[src/rtl/alu_seq_if.sv]
// Request/result bundle between the register-file read stage and alu_seq.
// With ALU_SEQ_FLAGS_EN defined the bundle also carries the {N,Z,C,V} flags.
interface alu_seq_if #(
    parameter int WIDTH = 32
);
    logic             start;
    logic [WIDTH-1:0] A;
    logic [WIDTH-1:0] B;
    logic [2:0]       S;
    logic             busy;
    logic             done;
    logic             dz;
    logic [WIDTH-1:0] R;
    logic             dbgState;   // 1 while the sequencer is iterating a MOD
`ifdef ALU_SEQ_FLAGS_EN
    logic [3:0]       flags;

    modport master (output start, A, B, S, input busy, done, dz, R, flags, dbgState);
    modport slave  (input start, A, B, S, output busy, done, dz, R, flags, dbgState);
`else
    modport master (output start, A, B, S, input busy, done, dz, R, dbgState);
    modport slave  (input start, A, B, S, output busy, done, dz, R, dbgState);
`endif
endinterface

[src/rtl/alu_seq.sv]
// Registered WIDTH-bit ALU with start/busy/done handshake and multi-cycle unsigned MOD.
// Optional {N,Z,C,V} status flags are built when ALU_SEQ_FLAGS_EN is defined.
module alu_seq #(
    parameter int WIDTH = 32,
    parameter int CNT_W = $clog2(WIDTH) + 1
) (
    input  logic      clk,
    input  logic      reset,
    alu_seq_if.slave  bus
);
    // Handshake: a start is accepted only in IDLE; done is a one-cycle pulse
    // that qualifies R/dz (and flags), which then hold until the next done.
    typedef enum logic {IDLE = 1'b0, DIV = 1'b1} stateT;

    stateT            state, stateNext;
    logic [CNT_W-1:0] cnt, cntNext;
    logic [WIDTH-1:0] aSh, aShNext, bReg, bRegNext, rem, remNext, rReg, rNext;
    logic             busyReg, busyNext, doneReg, doneNext, dzReg, dzNext;
    logic [WIDTH-1:0] opResult, addSum, subDiff, remStep;
    logic [WIDTH:0]   remWide;
    logic             isMod;

`ifdef ALU_SEQ_FLAGS_EN
    logic       addCarry, subCarry, addOvf, subOvf, opCarry, opOvf;
    logic [3:0] flagsReg, flagsNext, opFlags;

    assign {addCarry, addSum}  = {1'b0, bus.A} + {1'b0, bus.B};
    assign {subCarry, subDiff} = {1'b0, bus.A} + {1'b0, ~bus.B} + (WIDTH+1)'(1);
    assign addOvf = (bus.A[WIDTH-1] == bus.B[WIDTH-1]) && (addSum[WIDTH-1] != bus.A[WIDTH-1]);
    assign subOvf = (bus.A[WIDTH-1] != bus.B[WIDTH-1]) && (subDiff[WIDTH-1] != bus.A[WIDTH-1]);
    assign opCarry = (bus.S == 3'b101) ? addCarry : (bus.S == 3'b110) ? subCarry : 1'b0;
    assign opOvf   = (bus.S == 3'b101) ? addOvf   : (bus.S == 3'b110) ? subOvf   : 1'b0;
    assign opFlags = {opResult[WIDTH-1], opResult == '0, opCarry, opOvf};
    assign bus.flags = flagsReg;
`else
    assign addSum  = bus.A + bus.B;
    assign subDiff = bus.A + ~bus.B + WIDTH'(1);
`endif

    assign isMod = (bus.S == 3'b111);

    always_comb begin
        opResult = '0;
        case (bus.S)
            3'b000:  opResult = bus.A & bus.B;
            3'b001:  opResult = bus.A | bus.B;
            3'b010:  opResult = bus.A ^ bus.B;
            3'b011:  opResult = ~(bus.A | bus.B);
            3'b100:  opResult = {{(WIDTH-1){1'b0}}, $signed(bus.A) < $signed(bus.B)};
            3'b101:  opResult = addSum;
            3'b110:  opResult = subDiff;
            default: opResult = bus.A;   // divide-by-zero returns the dividend
        endcase
    end

    // Partial remainder is always < B, so after the shift it fits in WIDTH+1 bits
    // and the subtracted value fits back in WIDTH bits.
    assign remWide = {rem, aSh[WIDTH-1]};
    assign remStep = (remWide >= {1'b0, bReg}) ? (remWide[WIDTH-1:0] - bReg) : remWide[WIDTH-1:0];

    always_comb begin
        stateNext = state;
        cntNext   = cnt;
        aShNext   = aSh;
        bRegNext  = bReg;
        remNext   = rem;
        rNext     = rReg;
        busyNext  = busyReg;
        doneNext  = 1'b0;
        dzNext    = dzReg;
`ifdef ALU_SEQ_FLAGS_EN
        flagsNext = flagsReg;
`endif
        case (state)
            IDLE: begin
                if (bus.start) begin
                    if (isMod && (bus.B != '0)) begin
                        aShNext   = bus.A;
                        bRegNext  = bus.B;
                        remNext   = '0;
                        cntNext   = CNT_W'(WIDTH);
                        busyNext  = 1'b1;
                        stateNext = DIV;
                    end else begin
                        rNext    = opResult;
                        doneNext = 1'b1;
                        dzNext   = isMod;
`ifdef ALU_SEQ_FLAGS_EN
                        flagsNext = opFlags;
`endif
                    end
                end
            end
            DIV: begin
                aShNext = aSh << 1;
                remNext = remStep;
                cntNext = cnt - CNT_W'(1);
                if (cnt == CNT_W'(1)) begin
                    rNext     = remStep;
                    doneNext  = 1'b1;
                    dzNext    = 1'b0;
                    busyNext  = 1'b0;
                    stateNext = IDLE;
`ifdef ALU_SEQ_FLAGS_EN
                    flagsNext = {remStep[WIDTH-1], remStep == '0, 2'b00};
`endif
                end
            end
            default: stateNext = IDLE;
        endcase
    end

    always_ff @(posedge clk or negedge reset) begin
        if (!reset) begin
            state   <= IDLE;
            cnt     <= '0;
            aSh     <= '0;
            bReg    <= '0;
            rem     <= '0;
            rReg    <= '0;
            busyReg <= 1'b0;
            doneReg <= 1'b0;
            dzReg   <= 1'b0;
`ifdef ALU_SEQ_FLAGS_EN
            flagsReg <= '0;
`endif
        end else begin
            state   <= stateNext;
            cnt     <= cntNext;
            aSh     <= aShNext;
            bReg    <= bRegNext;
            rem     <= remNext;
            rReg    <= rNext;
            busyReg <= busyNext;
            doneReg <= doneNext;
            dzReg   <= dzNext;
`ifdef ALU_SEQ_FLAGS_EN
            flagsReg <= flagsNext;
`endif
        end
    end

    assign bus.busy     = busyReg;
    assign bus.done     = doneReg;
    assign bus.dz       = dzReg;
    assign bus.R        = rReg;
    assign bus.dbgState = (state == DIV);
endmodule
[src/flat_wrapper.sv]
// flat-port wrapper written by rule: the top's interface ports become plain ports
module alu_seq_flat 
#(
    parameter int WIDTH = 32,
    parameter int CNT_W = $clog2(WIDTH) + 1
)
  (clk, reset, bus_start, bus_A, bus_B, bus_S, bus_busy, bus_done, bus_dz, bus_R, bus_dbgState);
  alu_seq_if #(.WIDTH(WIDTH)) bus_i ();
  input  logic clk;
  input  logic reset;
  input wire logic [$bits(bus_i.start)-1:0] bus_start;
  input wire logic [$bits(bus_i.A)-1:0] bus_A;
  input wire logic [$bits(bus_i.B)-1:0] bus_B;
  input wire logic [$bits(bus_i.S)-1:0] bus_S;
  output wire logic [$bits(bus_i.busy)-1:0] bus_busy;
  output wire logic [$bits(bus_i.done)-1:0] bus_done;
  output wire logic [$bits(bus_i.dz)-1:0] bus_dz;
  output wire logic [$bits(bus_i.R)-1:0] bus_R;
  output wire logic [$bits(bus_i.dbgState)-1:0] bus_dbgState;
  assign bus_i.start = bus_start;
  assign bus_i.A = bus_A;
  assign bus_i.B = bus_B;
  assign bus_i.S = bus_S;
  assign bus_busy = bus_i.busy;
  assign bus_done = bus_i.done;
  assign bus_dz = bus_i.dz;
  assign bus_R = bus_i.R;
  assign bus_dbgState = bus_i.dbgState;
  alu_seq #(.WIDTH(WIDTH), .CNT_W(CNT_W)) u_core (.clk(clk), .reset(reset), .bus(bus_i));
endmodule
[config.mk]
export PLATFORM = sky130hd
export DESIGN_NAME = alu_seq_flat
export DESIGN_NICKNAME = d
export VERILOG_FILES = /design/src/rtl/alu_seq_if.sv /design/src/rtl/alu_seq.sv /design/src/flat_wrapper.sv
export SDC_FILE = /design/constraint.sdc
export NUM_CORES = 1
export LEC_CHECK = 0
export ABC_CLOCK_PERIOD_IN_PS = 7600
export CORE_UTILIZATION = 40
export DETAILED_ROUTE_END_ITERATION = 10
export PLACE_DENSITY_LB_ADDON = 0.3
export SYNTH_ARGS = -nofsm -noshare
export SYNTH_HDL_FRONTEND = slang
export SYNTH_SLANG_ARGS = --single-unit
export TNS_END_PERCENT = 50
[constraint.sdc]
create_clock -name clk -period 7.6 [get_ports clk]
set_input_delay 1.14 -clock clk [delete_from_list [all_inputs] [get_ports clk]]
set_output_delay 1.14 -clock clk [all_outputs]
set_load 0.005 [all_outputs]
# Word level (Yosys, flattened, before mapping)
# Index checks and enable logic that the tools add are counted.
dict set report word_totals {
  word_cells 71
  regBits 138
  inputBits 70
}
dict set report op_classes {
  n_lt_le_gt_ge 2
  n_addsub 5
  mux 30
  n_bitwise 6
  n_eq_ne 12
  reduce_logical 7
}
# op n
set op_table {}
lappend op_table {{2-to-1 mux 32 bit} 8}
lappend op_table {{one-hot mux 32 bit (7 select lines)} 1}
lappend op_table {{one-hot mux 32 bit (2 select lines)} 3}
lappend op_table {{adder 32 bit} 2}
lappend op_table {{inverter 32 bit} 2}
lappend op_table {{>= comparator 33 x 32 -> 1 bit} 1}
lappend op_table {{adder 32 x 1 -> 32 bit (second input constant)} 1}
lappend op_table {{AND 32 bit} 1}
lappend op_table {{< comparator 32 bit} 1}
lappend op_table {{OR 32 bit} 1}
lappend op_table {{nonzero test 32 bit} 1}
lappend op_table {{subtractor 32 bit} 1}
lappend op_table {{XOR 32 bit} 1}
lappend op_table {{equality test 3 bit (second input constant)} 4}
lappend op_table {{2-to-1 mux 6 bit} 2}
lappend op_table {{one-hot mux 6 bit (2 select lines)} 1}
lappend op_table {{2-to-1 mux 1 bit} 11}
lappend op_table {{AND reduction 3 bit} 3}
lappend op_table {{one-hot mux 1 bit (2 select lines)} 4}
lappend op_table {{equality test 3 x 2 -> 1 bit (second input constant)} 2}
lappend op_table {{equality test 6 x 1 -> 1 bit (second input constant)} 1}
lappend op_table {{!= test 2 bit (second input constant)} 3}
lappend op_table {{subtractor 6 x 1 -> 6 bit (second input constant)} 1}
lappend op_table {{equality test 3 x 1 -> 1 bit (second input constant)} 1}
lappend op_table {{5 further kinds} 5}

# Depth between registers and ports, before layout
# Gate-level depths: netlist of the first run.
dict set report logic_depth {
  depth_word 7
  ltp_mapped 14
  mapped_depth_nobuf 14
}

# Least setup slack after synthesis of the first run
# OpenSTA, ideal clock, no wires.
dict set report synth_path {
  path_kind {input-to-reg}
  startpoint {in bus_B[5]}
  endpoint {reg u_core.rReg[23] (netlist: u_core.bus.R[23])}
  setup_slack_ps 3858
  stages 13
  arrival_time_ps 3606
  n_path_buf 1
  path_cell_list {inv_1 -> ha_1 -> buf_6 -> or3_4 -> a2111oi_4 -> and3b_4 -> nor3_4 -> o31ai_2 -> nor4_2 -> nor3_1 -> a2111o_1 -> nand3_1 -> o311ai_1}
}
dict set report synth_between {
  elab_chain_len 7
  elab_cells_between_ends 12
  cone_classes {3 x add/sub; 1 x eq/ne; 4 x mux; 1 x bitwise; 3 x reduce/logical}
}
# element line_no
set synth_lines {}
lappend synth_lines {{from (decl)} flat_wrapper.sv:13} ;# input wire logic [$bits(bus_i.B)-1:0] bus_B;
lappend synth_lines {{inverter 32 bit} alu_seq.sv:37} ;# assign subDiff = bus.A + ~bus.B + WIDTH'(1);
lappend synth_lines {{adder 32 bit} alu_seq.sv:37}
lappend synth_lines {{adder 32 x 1 -> 32 bit} alu_seq.sv:37}
lappend synth_lines {{one-hot mux 32 bit (7 select lines)} alu_seq.sv:44} ;# case (bus.S)
lappend synth_lines {{2-to-1 mux 32 bit} alu_seq.sv:77} ;# if (isMod && (bus.B != '0)) begin
lappend synth_lines {{2-to-1 mux 32 bit} alu_seq.sv:76} ;# if (bus.start) begin
lappend synth_lines {{one-hot mux 32 bit (2 select lines)} alu_seq.sv:74} ;# case (state)
lappend synth_lines {{to (signal assigned)} alu_seq.sv:133} ;# rReg <= rNext;
lappend synth_lines {{to (decl)} alu_seq.sv:17} ;# logic [WIDTH-1:0] aSh, aShNext, bReg, bRegNext, rem, remNext, rReg, rNext;
# Parallel ways exist; a longest one is shown, timed or not. The select of a mux whose other input is x is not followed.
# A chain may end at the register's enable or synchronous reset.

# Worst setup path in the final report of the first run
dict set report layout_path {
  startpoint {in bus_B[4]}
  endpoint {reg u_core.rReg[25] (netlist: u_core.bus.R[25])}
}
# Same word-level chain as after synthesis.

==> results.txt, run 1 <==
The core area came out at 0.0337 mm^2. For this run, design rule violations remaining after detail routing come to 0. The placed cell count is 2262.

The post-route minimum period is 4900 ps, and the data arrival time at the worst-slack endpoint is 5200 ps. For this run, the leading register cell type out of synthesis is sky130_fd_sc_hd__dfrtp_1. After routing, the total negative slack on setup checks comes to 0 ps. The tools report the sequential-to-total area share from yosys stat as 25.1%. Maximum resistive drop on vdd: 0.185 mV. The synthesized instance count is 1810. Clock-pin slew was measured on the worst setup and hold paths at 70 ps. After synthesis the netlist holds a flip-flop and latch count of 138. Count of pins over their slew limit: 0. The first detailed-routing pass took 5 iterations. The tools report the floorplan row count as 67. The number of cells on the worst reg-to-reg path is 14. The die is 188 um tall.

The slack of the critical path was 2700 ps. The post-route netlist has 4.82% of its cells at a drive strength greater than 1. 106 I/O pins were placed. The run gives 2400 ps as the worst-case setup slack after placement. Dividing the detail-routed wire length by the instance count gives 21.5 um.

The worst setup path is captured at a flip-flop. Registers are responsible for 22.9% of the overall power. The first global-routing pass estimated 76400 um of wire.

Walking the worst path, the cells encountered are clkdlybuf4s50_1 -> inv_1 -> ha_1 -> nor2b_1 -> o211ai_1 -> a21oi_1 -> o31ai_1 -> a21oi_1 -> nor2_1 -> o32ai_1 -> or4_1 -> o2111ai_1 -> a31oi_1. The cell area that synthesis handed to floorplanning was 0.0138 mm^2. Wires add up to 49200 um. The logs give 13100 for the via count of the first global-routing pass and 2053 for the number of nets in the finished design. The tools report the end of the worst register-to-register path as u_core.bus.R[28]. The logs give 62.2% for the combinational share of power and 4 for the total number of H-tree levels. In this run the power spent charging and discharging nets is 2.89 mW.

The number of vias after detailed routing is 13900, and the worst hold path stage count is 2. The startpoint kind of the worst setup timing path was an input port. The share of flip-flops with an asynchronous set or reset after synthesis was 100%. The worst setup path is of the input port to flip-flop kind. The run gives 40.9% as the initial cell density of the core.

In the routed layout, each cell is associated on average with a via count of 6.04. The logs give 28.7% for the relative max-transition margin and 0 for the post-CTS setup-driven buffer insertion count. Switching power as a share of total power: 47.7%.

In this run the mean area of a mapped cell was 7.61 um^2. The delay of the slowest cell on the worst path works out to 760 ps. The number of port buffers came out at 105. The maximum buffer depth of the clock tree was 2; the footprint of the flip-flops and latches was 0.00345 mm^2. Entering global routing, the biggest net connects 72 pins.

Summing all multi-input logic gate instances after layout gives 0.00931 mm^2. The flow ran to the end, and the final reports show no timing, DRC or antenna violations. The largest fanout on the critical path works out to 10. TritonCTS built the clock tree. In this run the register-to-register setup slack is 3730 ps.

The logs give 1 for the number of antenna violations at the first check in global routing and 36200 um for the HPWL after detailed placement. The tools report the number of nets still failing antenna checks after routing as 0. The tools report the weighted congestion at the end of routability-driven global placement as 0.951. The origin of the critical flop-to-flop path was u_core.aSh[31]. From synthesis to final layout, the design area changed by 13.4%. The area enclosed by the die boundary is 0.0352 mm^2, and the count of synthesis-stage warnings from yosys is 0. Once layout is complete, the cells apart from fillers number 2294.

In this run the worst hold path is classified as flip-flop to flip-flop. Final-report hold violation count: 0. The number of nets in the synthesized netlist is 2030. Static leakage power: 6.94 nW.

The root buffer cell chosen for the clock tree is sky130_fd_sc_hd__clkbuf_16. In this run, post-CTS repair resized a total of 0 instances. The power density normalized to cell area is 388 mW/mm^2. The run gives 0 as the cts-stage hold buffer count.

The run gives 3398 as the filler cell count. In this run, synthesis inferred 0 flip-flops with an integrated enable. The setup skew after layout was 14.3 ps; the aggregate global routing overflow was 0. The repair_antennas step left the layout with diodes totalling 0.

The tools report the latest clock arrival within the worst-skew pair as 450 ps. The number of distinct library cell variants in the gate-level netlist after synthesis was 85. At the pin with the least slew margin, the transition time is 1070 ps. The worst hold path terminates at u_core.bus.busy. Setup violations remaining at the end of the flow were counted as 0.

The internal power of the cells totals 3.17 mW. The share of the cycle needed by the critical path after routing works out to 64.4%. Setup repair after global routing left no endpoint under its margin. The run gives 17 as the total CTS buffers. The critical path data required time is 7900 ps. The critical-path cell with the highest stage delay was sky130_fd_sc_hd__clkdlybuf4s50_1.

Derived from the worst setup path, the maximum achievable clock frequency is 204 MHz. Across the run, the number of max-cap violations was 0. The horizontal die dimension came out at 188 um. For this block, the initial DRC count from the detailed router was 1448. The clock network accounts for 14.8% of the total power. The cell occurring most often along the worst timing path was sky130_fd_sc_hd__a21oi_1. In the global route stage, overall resource usage came out at 27.8%. For this design, the sink count on the clock tree is 138. The tools report the launch point of the worst hold path as u_core.bus.busy.
-- layout by cell type (no fill, tap or decap), types with 17 or more instances in the layout --
master / instances
sky130_fd_sc_hd__nor3_1: 32
sky130_fd_sc_hd__clkbuf_16: 17
sky130_fd_sc_hd__o221ai_1: 21
sky130_fd_sc_hd__a31oi_1: 39
sky130_fd_sc_hd__nand2_1: 193
sky130_fd_sc_hd__inv_1: 141
sky130_fd_sc_hd__o211ai_1: 18
sky130_fd_sc_hd__a21oi_1: 140
sky130_fd_sc_hd__nor4_1: 19
sky130_fd_sc_hd__nand3_1: 28
sky130_fd_sc_hd__a211oi_1: 19
sky130_fd_sc_hd__ha_1: 147
sky130_fd_sc_hd__a21o_1: 28
sky130_fd_sc_hd__nor2b_1: 18
sky130_fd_sc_hd__o21ai_0: 152
sky130_fd_sc_hd__dfrtp_1: 137
sky130_fd_sc_hd__o21bai_1: 25
sky130_fd_sc_hd__clkdlybuf4s50_1: 101
sky130_fd_sc_hd__mux2i_1: 40
sky130_fd_sc_hd__xnor2_1: 21
sky130_fd_sc_hd__nor2_1: 186
sky130_fd_sc_hd__o22ai_1: 30
sky130_fd_sc_hd__o22a_1: 31
-- critical path, delay by kind of cell --
| kind | cells | cell delay [ps] |
|---|---|---|
| buf+inv | 2 | 930 |
| fa+ha+maj | 1 | 510 |
| simple gates | 3 | 760 |
| compound gates | 7 | 1850 |
-- routing by layer --
layer | part of all wire, % | global-route usage (%) | vias to the layer above
met5 | 0 | 0 | -
met4 | 2.8 | 9.38 | 0
met3 | 7.0 | 4.53 | 79
met2 | 44 | 42.9 | 532
met1 | 46 | 39.3 | 6717
li1 | - | - | 6526
-- area by class of cell --
| type | count | area share [%] |
|---|---|---|
| multi-input combinational | 1413 | 59.6 |
| sequential | 138 | 22.1 |
| timing repair buffer | 121 | 7.41 |
| tap | 448 | 3.59 |
| inverter | 142 | 3.41 |
| clock buffer | 17 | 2.72 |
| clock inverter | 15 | 1.17 |
-- worst max path at each step --
stage | from | endpoint | slack (ps)
global route | bus_B[3] | u_core.bus.R[25] | 2590
finish | bus_B[4] | u_core.bus.R[25] | 2700
global placement | bus_B[4] | u_core.bus.R[25] | 2380
floorplan | bus_B[5] | u_core.bus.R[23] | 3860
CTS | bus_B[3] | u_core.bus.R[25] | 2850
detailed placement | bus_B[3] | u_core.bus.R[25] | 2400
-- through the flow --
| step | power, mW | hold WS (ps) | utilization, % | cell area [um^2] |
|---|---|---|---|---|
| final | 6.06 | 479 | 46.4 | 15600 |
| after global routing | 6.55 | 504 | 46.4 | 15600 |
| after CTS | 6.04 | 484 | 46.4 | 15600 |
| after detailed placement | 5.12 | 465 | 44.5 | 15000 |
| after global placement | 5.06 | 463 | 44.5 | 15000 |
| after floorplan | 4.03 | 450 | - | 13800 |
-- Yosys cell counts (all sizes together), types with 18 or more instances --
| library cell | number | area (um^2) |
|---|---|---|
| o211ai | 18 | 135 |
| clkbuf | 84 | 317 |
| nor4 | 20 | 131 |
| a21o | 28 | 210 |
| nand2 | 194 | 728 |
| nor3 | 34 | 186 |
| o22a | 31 | 272 |
| nor2 | 186 | 698 |
| ha | 147 | 1840 |
| nor2b | 18 | 113 |
| mux2i | 40 | 400 |
| a21oi | 144 | 732 |
| nand3 | 29 | 145 |
| o21ai | 157 | 797 |
| buf | 33 | 173 |
| o22ai | 30 | 188 |
| o221ai | 21 | 184 |
| a211oi | 19 | 143 |
| xnor2 | 21 | 184 |
| dfrtp | 138 | 3450 |
| inv | 141 | 529 |
| a31oi | 40 | 256 |
| o21bai | 25 | 188 |
-- cells by family (layout without fill, tap and decap cells) --
kind of cell	count (synthesis)	in the layout	share of synthesized area (%)
flops	138	138	25.1
xor+xnor	37	37	2.35
compound gates	619	619	29.4
mux	45	45	3.32
buf+inv	259	295	7.42
simple gates	562	562	18.6
fa+ha+maj	150	150	13.8
-- flip-flops by register name, indices dropped and copies added, names as in the netlist --
register	flops
u_core.aSh	32
u_core.bReg	32
u_core.bus.R	32
u_core.rem	32
u_core.cnt	6
u_core.bus.busy	1
u_core.bus.dbgState	1
u_core.bus.done	1
u_core.bus.dz	1
-- power by group through the flow --
stage	sequential [mW]	clock (mW)	combinational, mW
floorplan	1.29	0	2.74
global placement	1.39	0	3.66
detailed placement	1.40	0	3.72
CTS	1.39	0.913	3.74
global route	1.44	0.940	4.17
finish	1.39	0.900	3.77
No activity file was read; power rests on OpenSTA's default activity.
==> run 2: changes to the inputs <==
--- a/config.mk
+++ b/config.mk
@@ -5,7 +5,7 @@
 export SDC_FILE = /design/constraint.sdc
 export NUM_CORES = 1
 export LEC_CHECK = 0
-export ABC_CLOCK_PERIOD_IN_PS = 7600
+export ABC_CLOCK_PERIOD_IN_PS = 4200
 export CORE_UTILIZATION = 40
 export DETAILED_ROUTE_END_ITERATION = 10
 export PLACE_DENSITY_LB_ADDON = 0.3
==> constraint.sdc (replaced) <==
create_clock -name clk -period 4.2 [get_ports clk]
set_input_delay 0.63 -clock clk [delete_from_list [all_inputs] [get_ports clk]]
set_output_delay 0.63 -clock clk [all_outputs]
set_load 0.005 [all_outputs]
==> run 2 against run 1 <==
  * Die area unchanged
  * Register-to-register slack worse by 3200 ps
  * Cell count up 5.6%
  * Wire length up 3.9%
  * Power up 84%
  * Global-route usage up 1.2 points
  * Worst setup slack worse by 2500 ps
  * Core utilization up 3.0 points
  * Highest routed layer unchanged
==> results.txt, run 2 (synthesis results as in run 1) <==
The share of layout cells above drive strength 1 came out at 11.0% (+6.2 points). The flow ran to the end, and the final reports show no timing, DRC or antenna violations. The total CTS buffers is 17 (unchanged), and the final setup violation count is 0 (unchanged). The path class of the tightest hold or removal check is input port to async pin.

The tools report the initial cell density of the core as 40.9% (unchanged). The setup skew after layout came out at 13.9 ps (-0.396 ps). For the slack of the critical path, the log shows 192 ps (-2510 ps). The filler cell count came out at 3356 (-1.2%).

The worst register-to-register path begins at u_core.aSh[31]. The count of pins over their slew limit was 0 (unchanged); the die height was 188 um (unchanged). The depth of the worst register-to-register path works out to 14 (unchanged). Maximum buffer depth of the clock tree: 2 (unchanged). The power density normalized to cell area was 670 mW/mm^2 (+73%). In the layout the commonest cells are sky130_fd_sc_hd__nand2_1, sky130_fd_sc_hd__nor2_1, sky130_fd_sc_hd__o21ai_0, sky130_fd_sc_hd__ha_1, sky130_fd_sc_hd__inv_1. The data arrival time at the worst-slack endpoint is 4330 ps (-870 ps). For the wire length of the first global-routing pass, the log shows 78800 um (+3.1%).

The latest clock arrival within the worst-skew pair was 450 ps (about the same). The largest fanout on the critical path is 4 (-6), and the share of the cycle needed by the critical path after routing is 95.4%. The number of nets in the finished design is 2182 (+6.3%). Timing would allow up to 250 MHz. The weighted congestion at the end of routability-driven global placement was 1.00 (+5.3%).

The logs give 0 (-1) for the number of antenna violations at the first check in global routing and 1397 (-3.5%) for the starting DRC count in detailed routing. The total I/O pin count came out at 106 (unchanged). The post-CTS setup-driven buffer insertion count is 0 (unchanged). The maximum resistive drop on vdd came out at 0.532 mV (+190%).

The static leakage power is 7.58 nW (+9.1%). For the relative max-transition margin, the log shows 35.3% (+6.6 points). The tools report the number of maximum-capacitance violations as 0 (unchanged).

The tools report the cts-stage hold buffer count as 0 (unchanged). The first-pass iteration count of the detailed router was 5 (unchanged); the aggregate global routing overflow was 0 (unchanged). The clock transition time at the flip-flop clock pins of the worst setup and hold paths is 80 ps (about the same).

Leaving out fill and tap cells, the most frequent cell in the layout is sky130_fd_sc_hd__nand2_1. The area growth from synthesis to final layout works out to 20.7%. In this run the worst setup path begins at bus_A[0]. The tools report the final cell count without fillers as 2423 (+5.6%).

STA classifies the critical path endpoint as a flip-flop. For the total inserted antenna cells, the log shows 0 (unchanged). The placed cell count is 2391 (+5.7%).

Floorplan row count: 67 (unchanged). The startpoint kind of the worst setup timing path was an input port. The HPWL after detailed placement came out at 38900 um (+7.5%). The tools report the worst-case setup slack after placement as -127 ps (-2530 ps). TritonCTS built the clock tree. The pin count of the biggest net entering global routing was 92 (+28%); the number of nets still failing antenna checks after routing was 0 (unchanged). Internal reg-to-reg setup slack: 570 ps (-3160 ps). The total negative slack for setup checks was 0 ps (unchanged). The tightest hold margin is 262 ps (-217 ps), and the post-route minimum period is 4010 ps. The number of remaining DRC errors is 0 (unchanged). The CTS root buffer is sky130_fd_sc_hd__clkbuf_16. The count of instances resized after the clock tree is built was 0 (unchanged). The critical path is of the input port to flip-flop type. The detail-routed via count per cell was 5.90 (-2.3%). Core area: 0.0337 mm^2 (unchanged).

The logs give 51100 um (+3.9%) for the wire length after detailed routing and 4530 ps (-3370 ps) for the critical path data required time. The via count of the first global-routing pass was 13700 (+4.4%); the total number of H-tree levels was 4 (unchanged). The final-report hold violation count was 0 (unchanged). Critical path endpoint: u_core.bus.R[20].

The run gives 14300 (+3.2%) as the number of vias after detailed routing. Post-detailed-route wirelength per cell: 21.1 um (-1.6%). Setup repair after global routing left no endpoint under its margin.

The horizontal die dimension is 188 um (unchanged). The endpoint identified for the worst register-to-register timing path is u_core.bus.R[28]. The CTS sink count was 138 (unchanged); the number of port buffers was 105 (unchanged). For the global-route total usage across every layer, the log shows 29.0% (+1.2 points). The transition time at the pin with the least slew margin was 968 ps (-98.8 ps). The tools report the area enclosed by the die boundary as 0.0352 mm^2 (unchanged).
==> run 2: cell count changes in the layout (fill, tap and decap cells not counted) <==
cell,change
sky130_fd_sc_hd__inv_6,+2
sky130_fd_sc_hd__clkinvlp_4,-2
sky130_fd_sc_hd__buf_12,+6
sky130_fd_sc_hd__buf_4,+123
sky130_fd_sc_hd__clkinv_4,+2
sky130_fd_sc_hd__bufinv_16,-2
==> run 2: final cells by class <==
cell class | instances | area, um^2 | area share, %
clock inverters | 15 | 143 | 0.858
multi-input cells | 1413 | 9310 | 56.0
flip-flops and latches | 138 | 3450 | 20.8
well taps | 448 | 561 | 3.37
inverters | 142 | 533 | 3.21
clock buffers | 17 | 425 | 2.56
repair buffers | 250 | 2200 | 13.2
==> run 2: worst min path at each step <==
stage / cells after the start / endpoint / slack [ps] / startpoint
final: 1 / u_core.aSh[19] / 260 / reset
after global routing: 1 / u_core.aSh[19] / 330 / reset
after CTS: 1 / u_core.aSh[23] / 300 / reset
after detailed placement: 2 / u_core.bus.busy / 460 / u_core.bus.busy
after global placement: 2 / u_core.aSh[27] / 460 / u_core.aSh[26]
after floorplan: 0 / u_core.aSh[0] / 330 / reset
==> run 2: worst max-delay path: stages <==
cell and delay, ps:
sky130_fd_sc_hd__clkdlybuf4s50_1 540, sky130_fd_sc_hd__buf_4 140, sky130_fd_sc_hd__ha_1 170, sky130_fd_sc_hd__inv_1 70, sky130_fd_sc_hd__fa_1 410, sky130_fd_sc_hd__nor2b_1 240, sky130_fd_sc_hd__o31a_1 210, sky130_fd_sc_hd__a21oi_1 120
sky130_fd_sc_hd__a21oi_1 200, sky130_fd_sc_hd__o21ai_1 200, sky130_fd_sc_hd__o31ai_1 310, sky130_fd_sc_hd__buf_4 180, sky130_fd_sc_hd__xnor2_1 140, sky130_fd_sc_hd__nor2_1 80, sky130_fd_sc_hd__o221ai_1 450, sky130_fd_sc_hd__buf_4 200
sky130_fd_sc_hd__a31oi_1 70
==> run 2: per-stage QoR <==
step	util, %	instance area, um^2	power [mW]
floorplan	-	13800	7.30
global placement	47.6	16100	9.42
detailed placement	47.6	16100	9.53
CTS	49.3	16600	11.1
global route	49.3	16600	12.1
finish	49.3	16600	11.1
==> run 2: per-layer routing <==
metal | GRT usage [%] | up-vias | part of all wire (%)
met5 | 0 | - | 0
li1 | - | 6772 | -
met2 | 44.5 | 610 | 43
met4 | 10.2 | 0 | 3.1
met1 | 40.8 | 6819 | 46
met3 | 5.03 | 95 | 8.0
==> run 2: where the power goes <==
group	internal (mW)	switching, mW
Sequential	1.99	0.445
Combinational	3.03	4.14
Clock	0.787	0.747
Total	5.81	5.33
